## src/rtl/imm_gen_fifo_pkg.sv

```systemverilog
// imm_gen_fifo_pkg: RISC-V opcodes and immediate format codes shared by the decoder and FIFO
package imm_gen_fifo_pkg;
   localparam logic [6:0] OP_LOAD   = 7'b0000011;
   localparam logic [6:0] OP_IMM    = 7'b0010011;
   localparam logic [6:0] OP_JALR   = 7'b1100111;
   localparam logic [6:0] OP_STORE  = 7'b0100011;
   localparam logic [6:0] OP_BRANCH = 7'b1100011;
   localparam logic [6:0] OP_LUI    = 7'b0110111;
   localparam logic [6:0] OP_AUIPC  = 7'b0010111;
   localparam logic [6:0] OP_JAL    = 7'b1101111;
   localparam logic [6:0] OP_SYSTEM = 7'b1110011;
   typedef enum logic [2:0] {
      FMT_I    = 3'd0,
      FMT_S    = 3'd1,
      FMT_B    = 3'd2,
      FMT_U    = 3'd3,
      FMT_J    = 3'd4,
      FMT_Z    = 3'd5,
      FMT_NONE = 3'd7
   } fmt_e;
endpackage

```

## src/rtl/imm_gen_fifo_decode.sv

```systemverilog
// imm_decode_comb: combinational RISC-V immediate and format decoder
module imm_decode_comb
   import imm_gen_fifo_pkg::*;
#(
   parameter int XLEN     = 32,
   parameter bit ZEXT_CSR = 1'b1
) (
   input  logic [31:0]     inst,
   output logic [XLEN-1:0] imm,
   output logic [2:0]      fmt
);
   logic [31:0] v;
   fmt_e        f;
   logic        unused_funct3;
   assign unused_funct3 = ^inst[13:12];
   // pick the format from the opcode and build its 32-bit sign-extended immediate
   always_comb begin
      f = FMT_NONE;
      v = {{20{inst[31]}}, inst[31:20]};
      case (inst[6:0])
         OP_LOAD, OP_IMM: f = FMT_I;
         OP_JALR: begin
            f    = FMT_I;
            v[0] = 1'b0;
         end
         OP_STORE: begin
            f = FMT_S;
            v = {{20{inst[31]}}, inst[31:25], inst[11:7]};
         end
         OP_BRANCH: begin
            f = FMT_B;
            v = {{20{inst[31]}}, inst[7], inst[30:25], inst[11:8], 1'b0};
         end
         OP_LUI, OP_AUIPC: begin
            f = FMT_U;
            v = {inst[31:12], 12'b0};
         end
         OP_JAL: begin
            f = FMT_J;
            v = {{12{inst[31]}}, inst[19:12], inst[20], inst[30:21], 1'b0};
         end
         OP_SYSTEM: f = (ZEXT_CSR && inst[14]) ? FMT_Z : FMT_I;
         default: f = FMT_NONE;
      endcase
   end
   assign imm = (f == FMT_Z) ? XLEN'(inst[19:15]) : XLEN'($signed(v));
   assign fmt = f;
endmodule

```

## src/rtl/imm_gen_fifo.sv

```systemverilog
// imm_gen_fifo: immediate decoder feeding a DEPTH-entry valid/ready FIFO
module imm_gen_fifo
   import imm_gen_fifo_pkg::*;
#(
   parameter int XLEN     = 32,
   parameter int DEPTH    = 2,
   parameter bit ZEXT_CSR = 1'b1
) (
   input  logic                     clk,
   input  logic                     rst,
   input  logic                     flush,
   input  logic                     in_valid,
   output logic                     in_ready,
   input  logic [31:0]              in_inst,
   output logic                     out_valid,
   input  logic                     out_ready,
   output logic [XLEN-1:0]          out_imm,
   output logic [2:0]               out_fmt,
   output logic [$clog2(DEPTH):0]   out_count
);
   localparam int AW = $clog2(DEPTH);
   localparam logic [AW:0] FULL = AW'(0) + (AW+1)'(DEPTH);
   logic [XLEN-1:0] mem_imm [DEPTH];
   logic [2:0]      mem_fmt [DEPTH];
   logic [AW-1:0]   wptr, rptr;
   logic [AW:0]     count;
   logic [XLEN-1:0] dec_imm;
   logic [2:0]      dec_fmt;
   logic            push, pop;
   imm_decode_comb #(.XLEN(XLEN), .ZEXT_CSR(ZEXT_CSR)) u_dec (
      .inst(in_inst),
      .imm (dec_imm),
      .fmt (dec_fmt)
   );
   assign in_ready  = !rst && (count != FULL);
   assign out_valid = (count != '0);
   assign push      = in_valid && in_ready && !flush;
   assign pop       = out_valid && out_ready;
   assign out_imm   = out_valid ? mem_imm[rptr] : '0;
   assign out_fmt   = out_valid ? mem_fmt[rptr] : '0;
   assign out_count = count;
   // entry storage: written on accepted beats, never cleared
   always_ff @(posedge clk) begin
      if (push) begin
         mem_imm[wptr] <= dec_imm;
         mem_fmt[wptr] <= dec_fmt;
      end
   end
   // pointers and occupancy; rst and flush both empty the queue ahead of push/pop
   always_ff @(posedge clk) begin
      if (rst || flush) begin
         wptr  <= '0;
         rptr  <= '0;
         count <= '0;
      end else begin
         if (push) wptr <= wptr + 1'b1;
         if (pop) rptr <= rptr + 1'b1;
         count <= count + (AW+1)'(push) - (AW+1)'(pop);
      end
   end
endmodule

```

## config.mk

```make
export PLATFORM = sky130hd
export DESIGN_NAME = imm_gen_fifo
export DESIGN_NICKNAME = d
export VERILOG_FILES = /design/src/rtl/imm_gen_fifo_pkg.sv /design/src/rtl/imm_gen_fifo_decode.sv /design/src/rtl/imm_gen_fifo.sv
export SDC_FILE = /design/constraint.sdc
export NUM_CORES = 1
export LEC_CHECK = 0
export BUFFER_PORTS_ARGS = -buffer_cell sky130_fd_sc_hd__buf_2
export CAP_MARGIN = 15
export CELL_PAD_IN_SITES_DETAIL_PLACEMENT = 0
export CELL_PAD_IN_SITES_GLOBAL_PLACEMENT = 1
export CORE_ASPECT_RATIO = 0.7
export CORE_MARGIN = 2
export CORE_UTILIZATION = 43
export CTS_CLUSTER_DIAMETER = 40
export DETAILED_ROUTE_END_ITERATION = 8
export PLACE_DENSITY = 0.76
export REMOVE_ABC_BUFFERS = 1
export SLEW_MARGIN = 20
export SYNTH_ARGS = -nofsm -noshare
export SYNTH_HDL_FRONTEND = slang
export SYNTH_HIERARCHICAL = 1
export SYNTH_SLANG_ARGS = --single-unit
export TNS_END_PERCENT = 1
```

## constraint.sdc

```tcl
create_clock -name clk -period 4 [get_ports clk]
set_clock_uncertainty 0.15 [all_clocks]
set_input_delay 0.8 -clock clk [delete_from_list [all_inputs] [get_ports clk]]
set_output_delay 0.8 -clock clk [all_outputs]
set_load 0.01 [all_outputs]
```

# Yosys cells after proc, flatten, opt, wreduce, memory -nomap -nowiden
# Memory sizes are Yosys's and may differ from the RTL's. A register that Yosys moved wholly into a read port is not among the register bits.
# Index checks and enable logic that the tools add are counted.
dict set report op_classes {
  n_reduce_logical 11
  n_eq_ne 11
  muxes 13
  n_addsub 4
}
# op n
set ops {}
lappend ops {{case mux 30 bit (4 select lines)} 1}
lappend ops {{two-way mux 32 bit} 2}
lappend ops {{== test 7 bit, second input constant} 4}
lappend ops {{case mux 3 bit (6 select lines)} 1}
lappend ops {{== test 7 x 5 -> 1 bit, second input constant} 2}
lappend ops {{== test 7 x 6 -> 1 bit, second input constant} 2}
lappend ops {{== test 7 x 2 -> 1 bit, second input constant} 1}
lappend ops {{two-way mux 1 bit} 6}
lappend ops {{two-way mux 3 bit} 2}
lappend ops {{OR reduction 5 bit} 1}
lappend ops {{logical AND 1 bit} 4}
lappend ops {{== test 3 bit, second input constant} 1}
lappend ops {{OR reduction 3 bit} 1}
lappend ops {{adder 1 bit, second input constant} 2}
lappend ops {{adder 2 x 1 -> 2 bit} 1}
lappend ops {{logical NOT 1 bit} 2}
lappend ops {{inequality test 2 bit, second input constant} 1}
lappend ops {{case mux 1 bit (2 select lines)} 1}
lappend ops {{nonzero test 2 bit} 1}
lappend ops {{OR reduction 2 bit} 1}
lappend ops {{subtractor 2 x 1 -> 2 bit} 1}
lappend ops {{logical OR 1 bit} 1}
dict set report word_totals {
  ff_bits 4
  ramBits 70
  word_cells 44
  memories 2
  out_inout_bits 39
  in_bits 37
}
# memory words word_bits rd rd_ports_with_merged_regs wr line
set mem_list {}
lappend mem_list {mem_imm 2 32 1 1 1 imm_gen_fifo.sv:23} ;# logic [XLEN-1:0] mem_imm [DEPTH];
lappend mem_list {mem_fmt 2 3 1 1 1 imm_gen_fifo.sv:24} ;# logic [2:0] mem_fmt [DEPTH];

# Longest topological paths before layout
# Gate-level depths: netlist of the first run.
dict set report depth {
  depth_word 6
  depth_mapped 8
  mapped_depth_nobuf 8
}

# By module
# The synthesis of the first run kept the hierarchy.
# module instances cells_each seq_area_each_um2 area_per_inst_um2
set modules_own_cells {}
lappend modules_own_cells {imm_gen_fifo 1 175 2202.1 2897.8}
lappend modules_own_cells {imm_decode_comb 1 119 0.0 661.9}

# Worst setup path after synthesis of the first run
# No wires, ideal clock.
dict set report synth_path {
  kind {in2reg}
  from {input port rst}
  to {memory mem_fmt[0][0], enable pin}
  cell_stages 3
  arrival_time_ns 2.620
  setup_slack_ns 0.803
  n_path_buf 0
  setup_ns 0.427
  t_required_ns 3.423
  cell_sequence {nor2_1 > nand3_1 > nor2_1}
}
dict set report synth_via {
  elab_chain_len 6
}
# element line
set synth_lines {}
lappend synth_lines {{start: declaration} imm_gen_fifo.sv:10} ;# input logic rst,
lappend synth_lines {{logical NOT 1 bit} imm_gen_fifo.sv:35} ;# assign in_ready = !rst && (count != FULL);
lappend synth_lines {{logical AND 1 bit} imm_gen_fifo.sv:35}
lappend synth_lines {{logical AND 1 bit (2 in a row)} imm_gen_fifo.sv:37} ;# assign push = in_valid && in_ready && !flush;
lappend synth_lines {{two-way mux 1 bit} imm_gen_fifo.sv:44} ;# if (push) begin
lappend synth_lines {{two-way mux 1 bit (implied by the code)} imm_gen_fifo.sv:46} ;# mem_fmt[wptr] <= dec_fmt;
lappend synth_lines {{end: declaration} imm_gen_fifo.sv:24}
# No other way between the ends.

==> implementation parameters, run 1 <==
Parameter                              Value

Synth
  Cell area after synthesis ... ~3600 um2
  Prevailing post-synth register cell ... edfxtp_1
  Post-Synthesis Mean Instance Area ... 12.1 um2
  Register bit count reported by yosys ... 75
  Cell variety after synth ... between 40 and 50
  Synthesized netlist cell count ... 294
  Syn. warnings ... 6
  Cell types with the largest area share after synthesis ... edfxtp_1 59%, mux2i_1 9.8%, nor2_1 5.2%
  Most used standard cells in the synthesized netlist ... 70 x edfxtp_1, 49 x nor2_1, 35 x mux2i_1, 27 x nand2_1, 25 x a21oi_1
  EDFF count, synth ... 70
  Cell taking the most area after synthesis ... edfxtp_1
  Most used standard cell by instance count after synthesis ... edfxtp_1
  Share of the synthesized area in the top cell type ... 0.591
  Proportion of register bits with asynchronous set or reset after synthesis ... 0
  Proportion of synthesized chip area in sequential cells ... 0.619

Place
  Half-perimeter wire length after detailed placement ... between 5 and 6 mm
  GPL Wtd Cong ... 0.828
  Cell total after placement ... 454
  Count of buffers inserted at the top-level ports ... 75

Clocking
  CTS root buf ... clkbuf_16
  CTS Buffer Depth ... 2
  Sinks on the clock net ... 75
  Clock latency reported for the late side of the worst-skew pair ... approximately 0.33 ns
  Number of H-tree branching levels ... 3
  Num CTS Buffers ... 9
  Number of post-CTS setup repair buffers ... 0
  TritonCTS clock tree ... yes
  Number of gates given a new drive strength after cts ... 0
  Hold-fix buffer count after cts ... 0
  CTS clk-pin slew, worst paths ... around 0.05 ns

Worst setup path
  CP Cell Sequence ... buf_4 > mux2i_1 > nor2_1 > buf_2
  Required time at the worst-slack endpoint ... 3.05 ns
  Slowest stage delay, CP ... slightly above 0.6 ns
  Category of cells accounting for the largest share of critical-path delay ... flip-flops
  Library cell contributing the largest single delay on the critical path ... dfxtp_2
  Number of buffers and inverters on the critical path ... 2
  Endpoint type of the worst setup path ... primary output
  Critical path fanouts, max ... 22
  Type of the worst setup path ... register to primary output
  Arrival time of data at the critical path endpoint ... 1.95 ns
  Crit start category ... register

STA
  Minimum period implied by the final worst setup slack ... between 2 and 3 ns
  Number of hold-slack violations in the final timing report ... 0
  Final Slew Violations ... 0
  Slew at the pin closest to its max-slew limit ... just under 1 ns
  Sum Neg Setup Slack ... 0 ns
  Crit share post-route ... 0.726
  Total of endpoints with negative setup slack in the final report ... 0
  Max Clock Freq ... 0.345 GHz
  RSZ-0062 raised after global routing ... no
  Headroom to the max-slew limit ... 0.358

Global route
  Number of global-route vias before repair ... 2,249
  Pin count of the biggest net entering global routing ... 37
  Antenna violations before repair ... 0
  Total routing usage reported by global routing ... 0.175
  Gr ovfl total ... 0
  First-pass GRT wire length ... 11.8 mm

Finish
  Fill cell instance count of the final layout ... 717
  Proportion of layout cells with a drive suffix above 1 ... 0.274
  Antenna Diode Count ... 0
  Number of standard cells in the final layout excluding fillers ... 469
  Number of nets in the layout ... approximately 400
  Area grow syn2layout ... 19.2%

Power
  Seq pwr share ... 0.504
  Peak supply drop ... 0.218 mV
  Switching power of the nets ... 351 uW
  Share of total power in the clock network ... 0.427
  Cell internal power dissipation ... 1400 uW
  Proportion of total power due to net switching ... 0.201
  Combinational Power Share ... 0.069
  Static leakage ... roughly 0.0016 uW
  PwrDens ... 412 nW/um2

Route
  Wire length per cell ... 16.0 um
  Aggregate routed wire length ... 7.49 mm
  Number of remaining DRC errors ... 0
  Residual antenna-violating net count after detailed routing ... 0
  First-pass iteration count of the detailed router ... 4
  Starting DRC count in detailed routing ... ~130
  Number of vias after detailed routing ... approximately 2,400
  Post-DR vias/cell ... approximately 5.2

Run
  # Max-Cap Violations ... 0

Floorplanning
  Number of placement rows ... 27
  Area inside the core boundary ... around 8000 um2
  Width of the chip ... ~110 um
  Area of the die ... 9030 um2
  Initial Utilization ... 0.448
  Number of top-level design ports ... 76
  Die height ... 80.1 um

Hold path
  Classification of the worst-slack hold path ... register to register

Status
  Run status ... completed
power by group through the flow:
stage / Combinational [uW] / Clock, uW / Sequential (uW)
after floorplan: 62.3 / 0 / 898
after global routing: 135 / 799 / 883
after CTS: 122 / 762 / 882
after global placement: 118 / 0 / 897
after detailed placement: 121 / 0 / 898
final: 121 / 746 / 882
area by class of cell:
type | count | area, um2 | area share
timing repair buffer | 77 | 390 | 0.0920
multi-input combinational | 197 | 1230 | 0.290
tap | 101 | 126 | 0.0298
sequential | 75 | 2200 | 0.519
clock inverter | 4 | 42.5 | 0.0100
inverter | 4 | 15.0 | 0.00354
clock buffer | 11 | 233 | 0.0549
through the flow:
step           hold WS, ns  utilization  power, uW  instance area (um2)  setup slack, ns
2_1_floorplan        0.317            -        960                 3440            0.803
3_3_place_gp         0.369        0.500       1020                 3970             1.29
3_5_place_dp         0.384        0.500       1020                 3970             1.28
4_1_cts              0.391        0.534       1770                 4240             1.05
5_1_grt              0.415        0.534       1820                 4240            0.985
6_report             0.384        0.534       1750                 4240             1.10
flip-flops by register name, indices dropped and copies added (netlist names), named ones only:
name	flops
mem_fmt	6
mem_imm	64
out_count	2
rptr	1
wptr	1
worst paths after layout:
kind	slack (ns)	from	depth (start not counted)	endpoint
setup / recovery	1.10	register	4	out_imm[21]
hold reg to reg	0.38	wptr$_SDFFE_PP0P_	2	wptr$_SDFFE_PP0P_
hold / removal	0.38	wptr$_SDFFE_PP0P_	2	wptr$_SDFFE_PP0P_
setup reg to reg	1.90	out_count[0]$_SDFF_PP0_	3	mem_imm[1][26]$_DFFE_PP_
worst register-to-register path, stage by stage, from the launching register on:
cell	delay [ns]
dfxtp_1	0.45
nand2b_2	0.20
and2_4	0.15
and3_2	0.77
layer usage:
metal / GRT usage / up-vias / part of all wire
met5: 0 / - / 0
met4: 0.0549 / 0 / 0.0069
met3: 0.0574 / 6 / 0.058
met2: 0.265 / 66 / 0.44
met1: 0.241 / 1146 / 0.50
li1: - / 1207 / -
layout by cell type, fill, tap and decap left out, drive strengths merged, types with 3 or more instances in the layout:
master   n
a21oi   26
a221oi   4
and2     5
buf     77
clkbuf  11
clkinv   3
dfxtp    5
edfxtp  70
inv      4
mux2i   35
nand2   27
nand3    6
nand4b   3
nor2    50
nor2b    8
o21ai    4
cells by family after synthesis:
logic type               after synthesis  synth area share
adder cells (fa/ha/maj)                2           0.00703
multiplexers                          35            0.0984
buffers and inverters                 22            0.0383
flip-flops                            75             0.619
XOR/XNOR                               3           0.00738
AND/OR/NAND/NOR                      117             0.161
AO/OA/AOI/OAI                         40            0.0692
Power figures use the tool's default switching activity.
==> run 2: changes to the inputs <==
- clock period: 4 -> 2.9 ns (I/O delays scaled with it)
==> run 2 against run 1 <==
Compared with the run above:
- critical path depth did not move
- via count rose by 0.95%
- setup slack got worse by 0.46 ns
==> implementation parameters, run 2 (synthesized netlist as in run 1, its figures left out) <==
Parameter                              Value

Clocking
  TritonCTS clock tree ... yes
  CTS root buf ... clkbuf_16
  Hold-fix buffer count after cts ... 0
  Number of post-CTS setup repair buffers ... 0
  Clock latency reported for the late side of the worst-skew pair ... between 0.3 and 0.4 ns
  CTS clk-pin slew, worst paths ... roughly 0.05 ns
  Number of H-tree branching levels ... 3
  CTS Buffer Depth ... 2
  Number of gates given a new drive strength after cts ... 0
  Num CTS Buffers ... 9
  Sinks on the clock net ... 75

Worst setup path
  Crit start category ... register
  Arrival time of data at the critical path endpoint ... 1.54 ns
  Endpoint type of the worst setup path ... primary output
  Flop-to-flop setup slack ... 0.84 ns
  Slowest stage delay, CP ... around 0.47 ns
  Number of buffers and inverters on the critical path ... 2
  Type of the worst setup path ... register to primary output
  Category of cells accounting for the largest share of critical-path delay ... flip-flops
  Critical path fanouts, max ... 36
  Library cell contributing the largest single delay on the critical path ... dfxtp_1
  CP Cell Sequence ... nor2_4 > buf_4 > nor2_1 > buf_2
  Required time at the worst-slack endpoint ... between 2 and 2.5 ns

Place
  GPL Wtd Cong ... 0.835
  Minimum setup slack after placement ... 0.404 ns
  Count of buffers inserted at the top-level ports ... 75
  Half-perimeter wire length after detailed placement ... slightly above 5 mm
  Cell total after placement ... roughly 460

Finish
  Number of nets in the layout ... 410
  Number of standard cells in the final layout excluding fillers ... about 480
  Antenna Diode Count ... 0
  Proportion of layout cells with a drive suffix above 1 ... 0.290
  Most frequent standard cell in the layout excluding fill and tap cells ... buf_2
  Flip-flop count of the largest register, all copies and words added ... 64
  Commonest cells after routing, fill and taps aside ... 75 x buf_2, 70 x edfxtp_1, 47 x nor2_1
  Area grow syn2layout ... 20.5%
  Register with the most flip-flops ... mem_imm

Route
  Starting DRC count in detailed routing ... 160
  Number of vias after detailed routing ... 2,448
  Aggregate routed wire length ... 7.58 mm
  Residual antenna-violating net count after detailed routing ... 0
  Number of remaining DRC errors ... 0
  Post-DR vias/cell ... 5.13
  First-pass iteration count of the detailed router ... 4
  Wire length per cell ... ~16 um

Power
  Peak supply drop ... 0.358 mV
  Share of total power in the clock network ... 0.407
  Total Power Consumption ... between 2000 and 2500 uW
  Switching power of the nets ... 488 uW
  Static leakage ... 0.00159 uW
  PwrDens ... 546 nW/um2
  Proportion of total power due to net switching ... 0.209
  Seq pwr share ... 0.520
  Combinational Power Share ... 0.073
  Cell internal power dissipation ... 1850 uW

Floorplanning
  Number of placement rows ... 27
  Area of the die ... approximately 9000 um2
  Die height ... 80.1 um
  Initial Utilization ... 0.448
  Number of top-level design ports ... 76
  Width of the chip ... 113 um
  Area inside the core boundary ... ~7900 um2

Global route
  Antenna violations before repair ... 0
  First-pass GRT wire length ... 12.0 mm
  Gr ovfl total ... 0
  Number of global-route vias before repair ... 2,362
  Total routing usage reported by global routing ... 0.179
  Pin count of the biggest net entering global routing ... 37

STA
  Max Clock Freq ... between 0.4 and 0.5 GHz
  RSZ-0062 raised after global routing ... no
  Final Slew Violations ... 0
  Crit share post-route ... 0.781
  Number of hold-slack violations in the final timing report ... 0
  Total of endpoints with negative setup slack in the final report ... 0
  Slew at the pin closest to its max-slew limit ... 0.671 ns
  Setup ws final ... 0.635 ns
  Headroom to the max-slew limit ... 0.552
  Minimum period implied by the final worst setup slack ... ~2.3 ns

Run
  # Max-Cap Violations ... 0

Hold path
  Classification of the worst-slack hold path ... input pin to register

Status
  Run status ... completed
run 2: cell count changes in the layout (fill, tap and decap cells not counted), sizes merged:
cell,delta
bufinv,-1
clkbuf,+2
buf,+7
run 2: metal layers:
| layer | GRT usage | part of all wire | vias to the layer above |
|---|---|---|---|
| met3 | 0.0657 | 0.063 | 7 |
| met2 | 0.272 | 0.44 | 74 |
| met4 | 0.0402 | 0.0074 | 0 |
| met5 | 0 | 0 | - |
| li1 | - | - | 1220 |
| met1 | 0.246 | 0.49 | 1147 |
run 2: worst register-to-register path, cell delays in order (launching register included):
cell and delay [ns]:
dfxtp_1 0.45, nand2b_2 0.20, nand3_1 0.19, ha_1 0.35, inv_1 0.04, ha_1 0.18, xnor2_1 0.13, xnor2_1 0.12
and2_1 0.15
run 2: cell type report:
cell class | count | area, um2
Sequential cell | 75 | 2200
Tap cell | 101 | 126
Timing Repair Buffer | 84 | 455
Inverter | 4 | 15.0
Multi-Input combinational cell | 197 | 1230
Fill cell | 688 | 3650
Clock inverter | 3 | 15.0
Clock buffer | 13 | 240
run 2: through the flow:
| stage | hold slack [ns] | instance area [um2] | setup TNS (ns) | utilization |
|---|---|---|---|---|
| 2_1_floorplan | 0.317 | 3440 | -2.70 | - |
| 3_3_place_gp | 0.368 | 4030 | 0 | 0.508 |
| 3_5_place_dp | 0.369 | 4030 | 0 | 0.508 |
| 4_1_cts | 0.273 | 4290 | 0 | 0.540 |
| 5_1_grt | 0.284 | 4290 | 0 | 0.540 |
| 6_report | 0.285 | 4290 | 0 | 0.540 |
run 2: final timing paths:
check,from,endpoint,cells past startpoint
min reg2reg,wptr$_SDFFE_PP0P_,wptr$_SDFFE_PP0P_,2
max reg2reg,out_count[0]$_SDFF_PP0_,out_count[1]$_SDFF_PP0_,8
max,out_count[1]$_SDFF_PP0_,out_imm[20],4
min,flush,register,2
run 2: power by group through the flow:
stage	clock, uW	sequential (uW)	combinational (uW)
floorplan	0	1240	85.9
global placement	0	1240	168
detailed placement	0	1240	171
CTS	980	1220	172
global route	1030	1220	191
finish	952	1220	171
